**config.mk**
```make
export PLATFORM = sky130hd
export DESIGN_NAME = axi_light_master
export DESIGN_NICKNAME = d
export VERILOG_FILES = /design/src/rtl/axi_light_master.sv
export SDC_FILE = /design/constraint.sdc
export NUM_CORES = 1
export LEC_CHECK = 0
export BUFFER_PORTS_ARGS = -buffer_cell sky130_fd_sc_hd__clkbuf_2
export CAP_MARGIN = 20
export CORE_ASPECT_RATIO = 0.7
export CORE_MARGIN = 2
export CORE_UTILIZATION = 30
export DETAILED_ROUTE_END_ITERATION = 6
export HOLD_SLACK_MARGIN = 0.1
export SETUP_SLACK_MARGIN = 0.05
export SLEW_MARGIN = 40
export SYNTH_ARGS = -nofsm -noshare
export SYNTH_HDL_FRONTEND = slang
export SYNTH_SLANG_ARGS = --single-unit
```
**constraint.sdc**
```tcl
create_clock -name clk -period 2.15 [get_ports clk]
set_input_delay 0.1075 -clock clk [delete_from_list [all_inputs] [get_ports clk]]
set_output_delay 0.1075 -clock clk [all_outputs]
set_load 0.05 [all_outputs]
```
**src/rtl/axi_light_master.sv**
```systemverilog
`default_nettype none
// ============================================================================
// Module   : axi_light_master
// Purpose  : AXI-lite initiator. Converts single-beat native memory requests
//            (read/write with byte strobes) into AXI-lite transactions, with
//            one transaction in flight, and reports completion through a
//            one-cycle done pulse carrying read data and error status.
// Ports    : clk, res_n                  clock / async active-low reset
//            mem_read, mem_write          request strobes (sampled in IDLE)
//            mem_addr/wdata/wstrb         request payload (latched)
//            mem_rdata/done/error         completion interface
//            m_axi_aw*, m_axi_w*, m_axi_b* AXI-lite write channels
//            m_axi_ar*, m_axi_r*          AXI-lite read channels
// Revision : 1.0  initial release
// ============================================================================
module axi_light_master #(
  parameter int              ADDR_WIDTH = 32,
  parameter int              DATA_WIDTH = 32,
  parameter logic [2:0]      PROT       = 3'b000
) (
  input  logic                    clk,
  input  logic                    res_n,
  // native request side
  input  logic                    mem_read,
  input  logic                    mem_write,
  input  logic [ADDR_WIDTH-1:0]   mem_addr,
  input  logic [DATA_WIDTH-1:0]   mem_wdata,
  input  logic [DATA_WIDTH/8-1:0] mem_wstrb,
  output logic [DATA_WIDTH-1:0]   mem_rdata,
  output logic                    mem_done,
  output logic                    mem_error,
  // write address channel
  output logic                    m_axi_awvalid,
  output logic [ADDR_WIDTH-1:0]   m_axi_awaddr,
  output logic [2:0]              m_axi_awprot,
  input  logic                    m_axi_awready,
  // write data channel
  output logic                    m_axi_wvalid,
  output logic [DATA_WIDTH-1:0]   m_axi_wdata,
  output logic [DATA_WIDTH/8-1:0] m_axi_wstrb,
  input  logic                    m_axi_wready,
  // write response channel
  input  logic                    m_axi_bvalid,
  input  logic [1:0]              m_axi_bresp,
  output logic                    m_axi_bready,
  // read address channel
  output logic                    m_axi_arvalid,
  output logic [ADDR_WIDTH-1:0]   m_axi_araddr,
  output logic [2:0]              m_axi_arprot,
  input  logic                    m_axi_arready,
  // read data channel
  input  logic                    m_axi_rvalid,
  input  logic [DATA_WIDTH-1:0]   m_axi_rdata,
  input  logic [1:0]              m_axi_rresp,
  output logic                    m_axi_rready
);

  typedef enum logic [2:0] {
    IDLE         = 3'd0,
    WR_ADDR_DATA = 3'd1,
    WR_RESP      = 3'd2,
    RD_ADDR      = 3'd3,
    RD_DATA      = 3'd4,
    DONE         = 3'd5
  } state_t;

  state_t                  r_state;
  state_t                  w_state_next;
  logic [ADDR_WIDTH-1:0]   r_addr;
  logic                    w_aw_next;
  logic                    w_w_next;
  logic                    w_err_next;

  // A channel counts as finished once its valid has dropped, or when its
  // handshake happens in the current cycle.
  logic w_aw_finished;
  logic w_w_finished;
  assign w_aw_finished = !m_axi_awvalid || m_axi_awready;
  assign w_w_finished  = !m_axi_wvalid  || m_axi_wready;

  assign m_axi_awaddr = r_addr;
  assign m_axi_araddr = r_addr;
  assign m_axi_awprot = PROT;
  assign m_axi_arprot = PROT;

  // --------------------------------------------------------------------------
  // State register
  // --------------------------------------------------------------------------
  always_ff @(posedge clk or negedge res_n) begin
    if (!res_n) begin
      r_state <= IDLE;
    end else begin
      r_state <= w_state_next;
    end
  end

  // --------------------------------------------------------------------------
  // Next-state logic
  // --------------------------------------------------------------------------
  always_comb begin
    w_state_next = r_state;
    case (r_state)
      IDLE: begin
        if (mem_write) begin
          w_state_next = WR_ADDR_DATA;
        end else if (mem_read) begin
          w_state_next = RD_ADDR;
        end
      end
      WR_ADDR_DATA: begin
        if (w_aw_finished && w_w_finished) begin
          w_state_next = WR_RESP;
        end
      end
      WR_RESP: begin
        if (m_axi_bvalid) begin
          w_state_next = DONE;
        end
      end
      RD_ADDR: begin
        if (m_axi_arready) begin
          w_state_next = RD_DATA;
        end
      end
      RD_DATA: begin
        if (m_axi_rvalid) begin
          w_state_next = DONE;
        end
      end
      DONE: begin
        w_state_next = IDLE;
      end
      default: begin
        w_state_next = IDLE;
      end
    endcase
  end

  // --------------------------------------------------------------------------
  // Registered output values. Each valid is raised on request acceptance and
  // held until its own handshake; nothing depends combinationally on ready.
  // --------------------------------------------------------------------------
  always_comb begin
    w_aw_next  = 1'b0;
    w_w_next   = 1'b0;
    w_err_next = 1'b0;
    if (r_state == IDLE && mem_write) begin
      w_aw_next = 1'b1;
      w_w_next  = 1'b1;
    end else if (r_state == WR_ADDR_DATA) begin
      w_aw_next = m_axi_awvalid && !m_axi_awready;
      w_w_next  = m_axi_wvalid  && !m_axi_wready;
    end
    // Error flag is only ever non-zero in the cycle that enters DONE, so
    // mem_error reads as 0 outside the done pulse.
    if (r_state == WR_RESP && m_axi_bvalid) begin
      w_err_next = (m_axi_bresp != 2'b00);
    end else if (r_state == RD_DATA && m_axi_rvalid) begin
      w_err_next = (m_axi_rresp != 2'b00);
    end
  end

  always_ff @(posedge clk or negedge res_n) begin
    if (!res_n) begin
      m_axi_awvalid <= 1'b0;
      m_axi_wvalid  <= 1'b0;
      m_axi_bready  <= 1'b0;
      m_axi_arvalid <= 1'b0;
      m_axi_rready  <= 1'b0;
      mem_done      <= 1'b0;
      mem_error     <= 1'b0;
      r_addr        <= '0;
      m_axi_wdata   <= '0;
      m_axi_wstrb   <= '0;
      mem_rdata     <= '0;
    end else begin
      m_axi_awvalid <= w_aw_next;
      m_axi_wvalid  <= w_w_next;
      m_axi_bready  <= (w_state_next == WR_RESP);
      m_axi_arvalid <= (w_state_next == RD_ADDR);
      m_axi_rready  <= (w_state_next == RD_DATA);
      mem_done      <= (w_state_next == DONE);
      mem_error     <= w_err_next;

      if (r_state == IDLE && (mem_write || mem_read)) begin
        r_addr <= mem_addr;
      end
      if (r_state == IDLE && mem_write) begin
        m_axi_wdata <= mem_wdata;
        m_axi_wstrb <= mem_wstrb;
      end
      // Read data is kept after completion; write completions leave it alone.
      if (r_state == RD_DATA && m_axi_rvalid) begin
        mem_rdata <= m_axi_rdata;
      end
    end
  end

endmodule
`default_nettype wire

```
======== After elaboration in Yosys (flattened, before gate mapping) ========
Index checks and enable logic that the tools add are counted.
operators by class
  mux-type cells .......................... 13
  equal/unequal tests ..................... 8
  reductions and logical operators ........ 17
operators with widths
  kind                                                                   count
  3-bit two-way mux                                                      6
  3-bit one-hot mux with 5 select lines                                  1
  3-bit by 2-bit equality test with 1-bit output, second input constant  4
  3-bit equality test, second input constant                             3
  1-bit logical AND                                                      7
  1-bit two-way mux                                                      6
  1-bit zero test                                                        4
  2-bit nonzero test                                                     2
  3-bit by 1-bit equality test with 1-bit output, second input constant  1
  3-bit zero test                                                        1
  1-bit logical OR                                                       3
word-level totals
  input port bits ......................... 113
  register bits ........................... 110
  word-level logic and storage cells ...... 50

======== Longest topological paths before layout ========
Gate-level depths: netlist of run 1.
  depth after elaboration ................. 6
  gate-level depth with buffers ........... 6
  gate-level depth less buffers ........... 3

======== Worst setup path before layout of run 1 ========
No wires, ideal clock.
  kind .................................... flip-flop to flip-flop
  start ................................... reg r_state[1]
  end ..................................... reg r_addr[10] (netlist: m_axi_araddr[10])
  setup slack ............................. 0.619 ns
  setup time .............................. 0.125 ns
  period minus slack after synthesis ...... 1.531 ns
  arrival ................................. 1.406 ns
  cell stages (with the launch flop) ...... 6
  path buffers ............................ 2
  path through ............................ dfrtp_1 > nor3_2 > nor2b_4 > buf_6 > buf_12 > mux2_4
between the ends
  longest elaborated chain between the ends .. 2
ends and longest elaborated chain
  item                      line  RTL
  start: declaration        67    state_t r_state;
  start signal: assignment  93    r_state <= w_state_next;
  3-bit zero test           185   if (r_state == IDLE && (mem_write || mem_read)) begin
  1-bit logical AND         185
  end signal: assignment    186   r_addr <= mem_addr;
  end: declaration          69    logic [ADDR_WIDTH-1:0] r_addr;
No other way between the ends.
A chain may end at the register's enable or synchronous reset.

======== Final worst setup path of run 1 ========
  start ................................... reg r_state[0]
  end ..................................... reg mem_error
between the ends
  longest elaborated chain between the ends .. 4
  elaborated cells on any way between the ends .. 6
ends and longest elaborated chain
  item                    line  RTL
  3-bit equality test     158   end else if (r_state == RD_DATA && m_axi_rvalid) begin
  1-bit logical AND       158
  1-bit two-way mux       158
  1-bit two-way mux *     156   if (r_state == WR_RESP && m_axi_bvalid) begin
  named net w_err_next    72    logic w_err_next;
  end signal: assignment  183   mem_error <= w_err_next;
  end: declaration        31    output logic mem_error,
The timed path passes the listed nets; every way through them passes the cells marked *.

==> results.cfg, run 1 <==
[placement]
port_buffers = 251
dpl.hpwl_um = 8016
gp_congestion = 0.7864

[synthesis]
synth.area.top_cells = dfrtp_1 (57%), mux2_4 (19%), nand2_1 (7.5%), buf_4 (6.0%), buf_12 (2.9%)
ys.flop_type = dfrtp_1
yosysMostFrequentCell = dfrtp_1
yosysTopAreaCellShare_pct = 56.66
yosys_warnings = 0
synthAdderAreaFrac_pct = 0
syn_area_mm2 = 0.004858
syn_inst = 368
synth-simple-area-share_pct = 10.66
syn_avg_cell_area_um2 = 13.20
synth.area.mux_share_pct = 20.60
synth_top_family_by_area = multiplexers
synth_compound_area_share_pct = 1.803
synth_largest_area_cell = dfrtp_1
async_flop_share_pct = 100.0
synth.distinct_cells = 32
synth_edf_count = 0
ys_ff_latch = 110
ys_top_cells_by_count = dfrtp_1 (110), nand2_1 (97), mux2_4 (60), buf_4 (39), mux2_2 (8)
yosysSeqAreaShare_pct = 56.66
yosys.area_share.xor_xnor_pct = 0

[clock_tree]
insertion_delay_ps = 340
cts-htree-levels = 3
numCtsBuffers = 9
clkTransAtPathRegs_ps = 70
tritoncts = done
clock_sinks = 110
post_cts_buffers = 0
cts_root_buf = clkbuf_16
cts_buffer_depth = 2

[detailed_routing]
wl_um = 12620
drtIter0Drc = 163
viasPerCell = 4.181
dr.pass1.iters = 4
drc = 0
wl_per_cell_um = 14.12
ant_nets = 0
route.vias.total = 3738

[global_routing]
grt_max_degree = 111
grt-ovfl-total = 0
antenna_found_initial = 0
grt_pass1_vias = 3966
grt_pass1_wl_um = 19930
grt_usage_pct = 14.41

[final_layout]
area_growth_pct = 50.73
antenna-diode-count = 0
fill_cells = 1372
multiInputGateArea_mm2 = 0.001629
nNetsFinal = 803
seq_area_mm2 = 0.002753
drive_gt1_share_pct = 49.86

[critical_path]
reg2reg_to = mem_error$_DFF_PN0_
critPathKind = flop to flop
slowest_delay_ps = 570
regToRegSetupSlack_ps = 250
critPathLaunch = r_state[0]$_DFF_PN0_
worst_setup_path_end_kind = flop
critPathSlowestCell = dlygate4sd3_1
worstPathMaxFanout = 28
required_ps = 2370
reg2regPathDepth = 4
r2r_start = r_state[0]$_DFF_PN0_
cp.arrival_ps = 2120
worst_setup_path_start_kind = flop
cp_cell_sequence = nand4bb_1 -> buf_4 -> o32ai_1 -> dlygate4sd3_1

[floorplanning]
dieWidth_um = 156.1
fp-row-count = 38
die_y_um = 110.5
start_util_pct = 30.96
pin_count = 258
core-area_mm2 = 0.01569
dieArea_mm2 = 0.01724

[hold_path]
min_from = m_axi_awready
holdCritPathClass = primary input to flop
whs_path_depth = 3
whs_endpoint = m_axi_awvalid$_DFF_PN0_

[timing]
relSlewSlack_pct = 61.07
finalSetupViolations = 0
hold_viol = 0
period_needed_ps = 1901
setup_tns_ps = 0
drv_slew = 0
fin_worst_skew_ps = 14.03
rsz0062_at_grt = false
tightestPinTransition_ps = 584.0
max_freq_mhz = 526.0
period_share_pct = 88.43

[outcome]
status = completed

[job]
maxCapViolCount = 0
## kinds of logic (layout without fill, tap and decap cells)
| group | Yosys count | after routing |
|---|---|---|
| AO/OA/AOI/OAI | 12 | 12 |
| flip-flops | 110 | 110 |
| buffers and inverters | 58 | 379 |
| multiplexers | 69 | 69 |
| other | 1 | 6 |
| AND/OR/NAND/NOR | 118 | 118 |
## sequential cells by signal, summed over array words and instances, names as in the netlist, 3 cells and up
register,count
m_axi_araddr,32
mem_rdata,32
m_axi_wdata,32
m_axi_wstrb,4
r_state,3
## critical path: cells and delay by family (launching register included)
family / cells / cell delay [ps]
AOI/OAI and AO/OA: 1 / 120
and+or+nand+nor: 1 / 240
DFF: 1 / 540
buffers and inverters: 2 / 900
## through the flow
step,cells,hold slack [ps],setup slack [ps],cell area (um^2),utilization (%)
CTS,894,115.0,234.8,7323,46.67
finish,894,138.8,248.7,7323,46.67
floorplan,373,-188.1,619.2,4877,-
global placement,774,223.1,428.1,5993,38.20
detailed placement,774,234.1,395.0,5993,38.20
global route,894,146.6,152.5,7323,46.67
## timing repair
item	CTS	global route
gates resized for setup	0	0
setup endpoints to repair	0	0
hold endpoints to repair	213	0
hold buffers	105	0
## routing by layer
layer,track usage [%],part of all wire (%),vias up,routed length [um]
met4,3.792,1.4,0,175
met5,0,0,-,0
li1,-,-,1800,-
met1,16.70,42,1758,5363
met2,25.93,49,165,6188
met3,4.160,7.1,15,896
## cell type report
class | instances | share of cell area (%)
timing repair buffer | 362 | 32.84
tap | 200 | 3.417
inverter | 2 | 0.1025
multi-input combinational | 205 | 22.24
clock buffer | 10 | 3.263
sequential | 110 | 37.59
clock inverter | 5 | 0.5467
## cell usage in the layout, fill, tap and decap left out
cell type / n
clkbuf_2: 250
dfrtp_1: 110
dlygate4sd3_1: 105
nand2_1: 97
mux2_4: 60
clkbuf_16: 9
mux2_2: 8
nor2_1: 6
conb_1: 6
nand2b_1: 4
inv_6: 4
buf_12: 4
o21ai_0: 3
buf_4: 3
inv_1: 2
a2bb2oi_1: 2
a41oi_1: 2
a21o_1: 2
and4bb_2: 2
nor2b_1: 1
nor3b_1: 1
a21oi_1: 1
or2b_2: 1
nor3_2: 1
or3b_1: 1
nand4bb_1: 1
nand4_1: 1
mux2i_1: 1
o41ai_1: 1
o32ai_1: 1
and2_4: 1
nor2b_4: 1
clkbuf_8: 1
clkinv_2: 1
## how the worst max path moves through the flow
stage          slack (ps)  cells after the start                      endpoint
3_3_place_gp          430                      4  m_axi_araddr[31]$_DFFE_PN0P_
2_1_floorplan         620                      5  m_axi_araddr[10]$_DFFE_PN0P_
3_5_place_dp          390                      4   m_axi_araddr[0]$_DFFE_PN0P_
4_1_cts               230                      4           mem_error$_DFF_PN0_
6_report              250                      4           mem_error$_DFF_PN0_
5_1_grt               150                      4           mem_error$_DFF_PN0_
Power of run 1 is left out: the tool's default activity adds up to more than one toggle a clock period on the data nets, which glitch-free logic cannot reach.
==> inputs of run 2 (changes only) <==
--- a/config.mk
+++ b/config.mk
@@ -12,6 +12,7 @@
 export CORE_UTILIZATION = 30
 export DETAILED_ROUTE_END_ITERATION = 6
 export HOLD_SLACK_MARGIN = 0.1
+export MAX_ROUTING_LAYER = met4
 export SETUP_SLACK_MARGIN = 0.05
 export SLEW_MARGIN = 40
 export SYNTH_ARGS = -nofsm -noshare
==> run 2 against run 1 <==
Final cell count is the same; critical path type unchanged; flip-flop and latch count is the same; global-route usage grew 0.43 points.
==> results.cfg, run 2 (synthesized netlist as in run 1, its figures left out) <==
[outcome]
status = completed

[floorplanning]
die_y_um = 110.5
dieArea_mm2 = 0.01724
core-area_mm2 = 0.01569
dieWidth_um = 156.1
fp-row-count = 38
pin_count = 258
start_util_pct = 30.96

[critical_path]
worstPathMaxFanout = 28
reg2reg_to = mem_error$_DFF_PN0_
regToRegSetupSlack_ps = 260
path_depth = 4
critPathKind = flop to flop
slowest_delay_ps = 570
cp.arrival_ps = 2110
critPathBufInv = 2
worst_setup_path_start_kind = flop
required_ps = 2370
path_delay_family = buffers and inverters
cp_cell_sequence = nand4bb_1 -> buf_4 -> o32ai_1 -> dlygate4sd3_1
r2r_start = r_state[0]$_DFF_PN0_
worst_setup_path_end_kind = flop
critPathSlowestCell = dlygate4sd3_1
reg2regPathDepth = 4

[placement]
gp_congestion = 0.7974
port_buffers = 251
dpl.hpwl_um = 8016

[clock_tree]
numCtsBuffers = 9
post_cts_buffers = 0
clkTransAtPathRegs_ps = 70
cts_buffer_depth = 2
clock_sinks = 110
cts_root_buf = clkbuf_16
insertion_delay_ps = 340
cts-htree-levels = 3
tritoncts = done

[global_routing]
grt-ovfl-total = 0
grt_max_degree = 111
grt_pass1_wl_um = 19930
met3_usage_pct = 3.728
use_met2_pct = 26.02
antenna_found_initial = 0
grt_pass1_vias = 3972
top_usage_layer = met2
met1_usage_pct = 16.93
grt_usage_pct = 14.83

[detailed_routing]
viasPerCell = 4.174
dr.pass1.iters = 4
wl_um = 12630
wl_per_cell_um = 14.13
drtIter0Drc = 165
drc = 0
ant_nets = 0
route.vias.total = 3732

[hold_path]
holdCritPathClass = primary input to flop
min_from = m_axi_awready
whs_path_depth = 3
whs_endpoint = m_axi_awvalid$_DFF_PN0_

[timing]
hold_viol = 0
finalSetupViolations = 0
rsz0062_at_grt = false
relSlewSlack_pct = 61.09
setup_tns_ps = 0
period_share_pct = 87.76
tightestPinTransition_ps = 583.6
fin_worst_skew_ps = 13.53
max_freq_mhz = 530.0
period_needed_ps = 1887
drv_slew = 0

[job]
maxCapViolCount = 0

[final_layout]
seq_area_mm2 = 0.002753
final_common_cell = clkbuf_2
fill_cells = 1372
drive_gt1_share_pct = 49.86
antenna-diode-count = 0
area_growth_pct = 50.73
multiInputGateArea_mm2 = 0.001629
final_cell_mix = clkbuf_2 (250), dfrtp_1 (110), dlygate4sd3_1 (105)
nNetsFinal = 803
## run 2: worst max path at each step
stage	start	to	slack [ps]
after floorplan	r_state[1]$_DFF_PN0_	m_axi_araddr[10]$_DFFE_PN0P_	620
after global placement	r_state[0]$_DFF_PN0_	m_axi_araddr[31]$_DFFE_PN0P_	430
after detailed placement	r_state[0]$_DFF_PN0_	m_axi_araddr[0]$_DFFE_PN0P_	390
after CTS	r_state[0]$_DFF_PN0_	mem_error$_DFF_PN0_	230
after global routing	r_state[0]$_DFF_PN0_	mem_error$_DFF_PN0_	150
final	r_state[0]$_DFF_PN0_	mem_error$_DFF_PN0_	260
## run 2: layout make-up
| cell class | count | area share, % |
|---|---|---|
| sequential | 110 | 37.59 |
| timing repair buffer | 362 | 32.84 |
| multi-input combinational | 205 | 22.24 |
| tap | 200 | 3.417 |
| clock buffer | 10 | 3.263 |
| clock inverter | 5 | 0.5467 |
| inverter | 2 | 0.1025 |
## run 2: timing repair
item / CTS / global route
endpoints found under the hold margin: 213 / 0
hold buffers: 105 / 0
resized for setup: 0 / 0
## run 2: worst reg2reg max path: cells and delay by family (launching register included)
| kind | cells | cell delay (ps) |
|---|---|---|
| buf+inv | 2 | 900 |
| simple gates | 1 | 240 |
| compound gates | 1 | 120 |
| flops | 1 | 530 |
## run 2: metal layers
layer	wire length [um]	part of all wire, %
met4	163	1.3
met3	882	7.0
met2	6221	49
met5	0	0
met1	5361	42
## run 2: stage by stage
stage | worst slack [ps] | instances | cell area [um^2] | utilization [%] | hold WS, ps
floorplan | 619.2 | 373 | 4877 | - | -188.1
global placement | 428.1 | 774 | 5993 | 38.20 | 223.1
detailed placement | 395.0 | 774 | 5993 | 38.20 | 234.1
CTS | 234.8 | 894 | 7323 | 46.67 | 115.0
global route | 152.5 | 894 | 7323 | 46.67 | 146.6
finish | 263.2 | 894 | 7323 | 46.67 | 139.7
Power of run 2 is left out for the same reason.
==> inputs of run 3 (changes only) <==
--- a/config.mk
+++ b/config.mk
@@ -13,6 +13,7 @@
 export DETAILED_ROUTE_END_ITERATION = 6
 export HOLD_SLACK_MARGIN = 0.1
 export MAX_ROUTING_LAYER = met4
+export PLACE_DENSITY = 0.66
 export SETUP_SLACK_MARGIN = 0.05
 export SLEW_MARGIN = 40
 export SYNTH_ARGS = -nofsm -noshare
==> run 3 against run 2 <==
Flip-flop and latch count is the same; core utilization is 0.096 points higher; global-route usage rose by 0.56 points; worst setup slack worse by 8.4 ps; final cell count grew 0.45%; register-to-register slack hardly changed; critical path depth up 1; highest routed layer unchanged.
==> results.cfg, run 3 (synthesized netlist as in run 1, its figures left out) <==
[timing]
period_needed_ps = 1895
tightestPinTransition_ps = 510.2
fin_worst_skew_ps = 12.99
drv_slew = 0
period_share_pct = 88.15
max_freq_mhz = 527.7
setup_tns_ps = 0
rsz0062_at_grt = false
hold_viol = 0
relSlewSlack_pct = 65.99
finalSetupViolations = 0

[clock_tree]
cts_root_buf = clkbuf_16
cts_buffer_depth = 2
tritoncts = done
cts-htree-levels = 3
insertion_delay_ps = 340
clock_sinks = 110
clkTransAtPathRegs_ps = 80
numCtsBuffers = 9

[final_layout]
antenna-diode-count = 0
area_growth_pct = 51.04
multiInputGateArea_mm2 = 0.001629
drive_gt1_share_pct = 49.86
final_cell_mix = clkbuf_2 (250), dfrtp_1 (110), dlygate4sd3_1 (105)
seq_area_mm2 = 0.002753
fill_cells = 1377
nNetsFinal = 807
final_common_cell = clkbuf_2

[global_routing]
grt_pass1_vias = 3985
antenna_found_initial = 0
grt_usage_pct = 15.40
grt_pass1_wl_um = 20350
grt-ovfl-total = 0
grt_max_degree = 59

[critical_path]
path_delay_family = buffers and inverters
cp.arrival_ps = 2180
critPathSlowestCell = dlygate4sd3_1
cp_cell_sequence = buf_4 -> nand4bb_1 -> buf_4 -> o32ai_1 -> dlygate4sd3_1
worstPathMaxFanout = 29
reg2reg_to = mem_error$_DFF_PN0_
critPathBufInv = 3
required_ps = 2430
r2r_start = r_state[0]$_DFF_PN0_
worst_setup_path_end_kind = flop
worst_setup_path_start_kind = flop
reg2regPathDepth = 5
slowest_delay_ps = 580
regToRegSetupSlack_ps = 250
path_common_cell = buf_4
critPathKind = flop to flop

[hold_path]
whs_path_depth = 3
holdCritPathClass = primary input to flop
min_from = m_axi_awready
whs_endpoint = m_axi_awvalid$_DFF_PN0_

[detailed_routing]
viasPerCell = 4.228
wl_um = 12940
dr.pass1.iters = 4
route.vias.total = 3797
drtIter0Drc = 216
ant_nets = 0
drc = 0
wl_per_cell_um = 14.41

[outcome]
status = completed

[floorplanning]
pin_count = 258
die_y_um = 110.5
dieWidth_um = 156.1
start_util_pct = 30.96
dieArea_mm2 = 0.01724
core-area_mm2 = 0.01569
fp-row-count = 38

[placement]
port_buffers = 251
dpl.hpwl_um = 8119
gp_congestion = 0.7656

[job]
maxCapViolCount = 0
==> run 3: cell types whose count changed in the layout (fill, tap and decap cells not counted), sizes merged <==
cell    change
buf         +4
inv         -2
clkbuf      +1
clkinv      +1
==> run 3: routing by layer <==
metal / track usage [%] / up-vias / routed length (um)
li1: - / 1809 / -
met1: 17.51 / 1821 / 5369
met2: 26.90 / 152 / 6621
met3: 3.454 / 15 / 769
met4: 4.954 / 0 / 177
met5: - / - / 0
==> run 3: worst max path at each step <==
stage                     cells past startpoint  slack, ps                  from                           end
final                                         5        250  r_state[0]$_DFF_PN0_           mem_error$_DFF_PN0_
after global routing                          5        130  r_state[0]$_DFF_PN0_           mem_error$_DFF_PN0_
after CTS                                     5        240  r_state[0]$_DFF_PN0_           mem_error$_DFF_PN0_
after detailed placement                      4        330  r_state[1]$_DFF_PN0_    m_axi_wdata[0]$_DFFE_PN0P_
after global placement                        4        400  r_state[1]$_DFF_PN0_   m_axi_wdata[25]$_DFFE_PN0P_
after floorplan                               5        620  r_state[1]$_DFF_PN0_  m_axi_araddr[10]$_DFFE_PN0P_
==> run 3: area by class of cell <==
| type | count | share of cell area [%] |
|---|---|---|
| multi-input combinational | 205 | 22.20 |
| clock inverter | 4 | 0.4263 |
| tap | 200 | 3.410 |
| timing repair buffer | 366 | 33.18 |
| inverter | 2 | 0.1023 |
| sequential | 110 | 37.51 |
| clock buffer | 11 | 3.171 |
==> run 3: tightest hold or removal path, stage by stage <==
cell and delay (ps):
clkbuf_2 70, nand2b_1 150, o21ai_0 100
==> run 3: through the flow <==
stage / util, % / cells / area [um^2] / hold WS (ps) / setup WS, ps
after global routing: 46.77 / 898 / 7338 / 147.8 / 134.3
after floorplan: - / 373 / 4877 / -188.1 / 619.2
final: 46.77 / 898 / 7338 / 137.2 / 254.8
after CTS: 46.77 / 898 / 7338 / 115.2 / 238.9
after detailed placement: 38.39 / 778 / 6023 / 121.6 / 332.3
after global placement: 38.39 / 778 / 6023 / 115.1 / 398.9
==> run 3: what timing repair did <==
action,4_1_cts,5_1_grt
endpoints found under the hold margin,140,0
setup buffers,0,0
resized for setup,0,0
hold buffers,105,0
Power of run 3 is left out for the same reason.
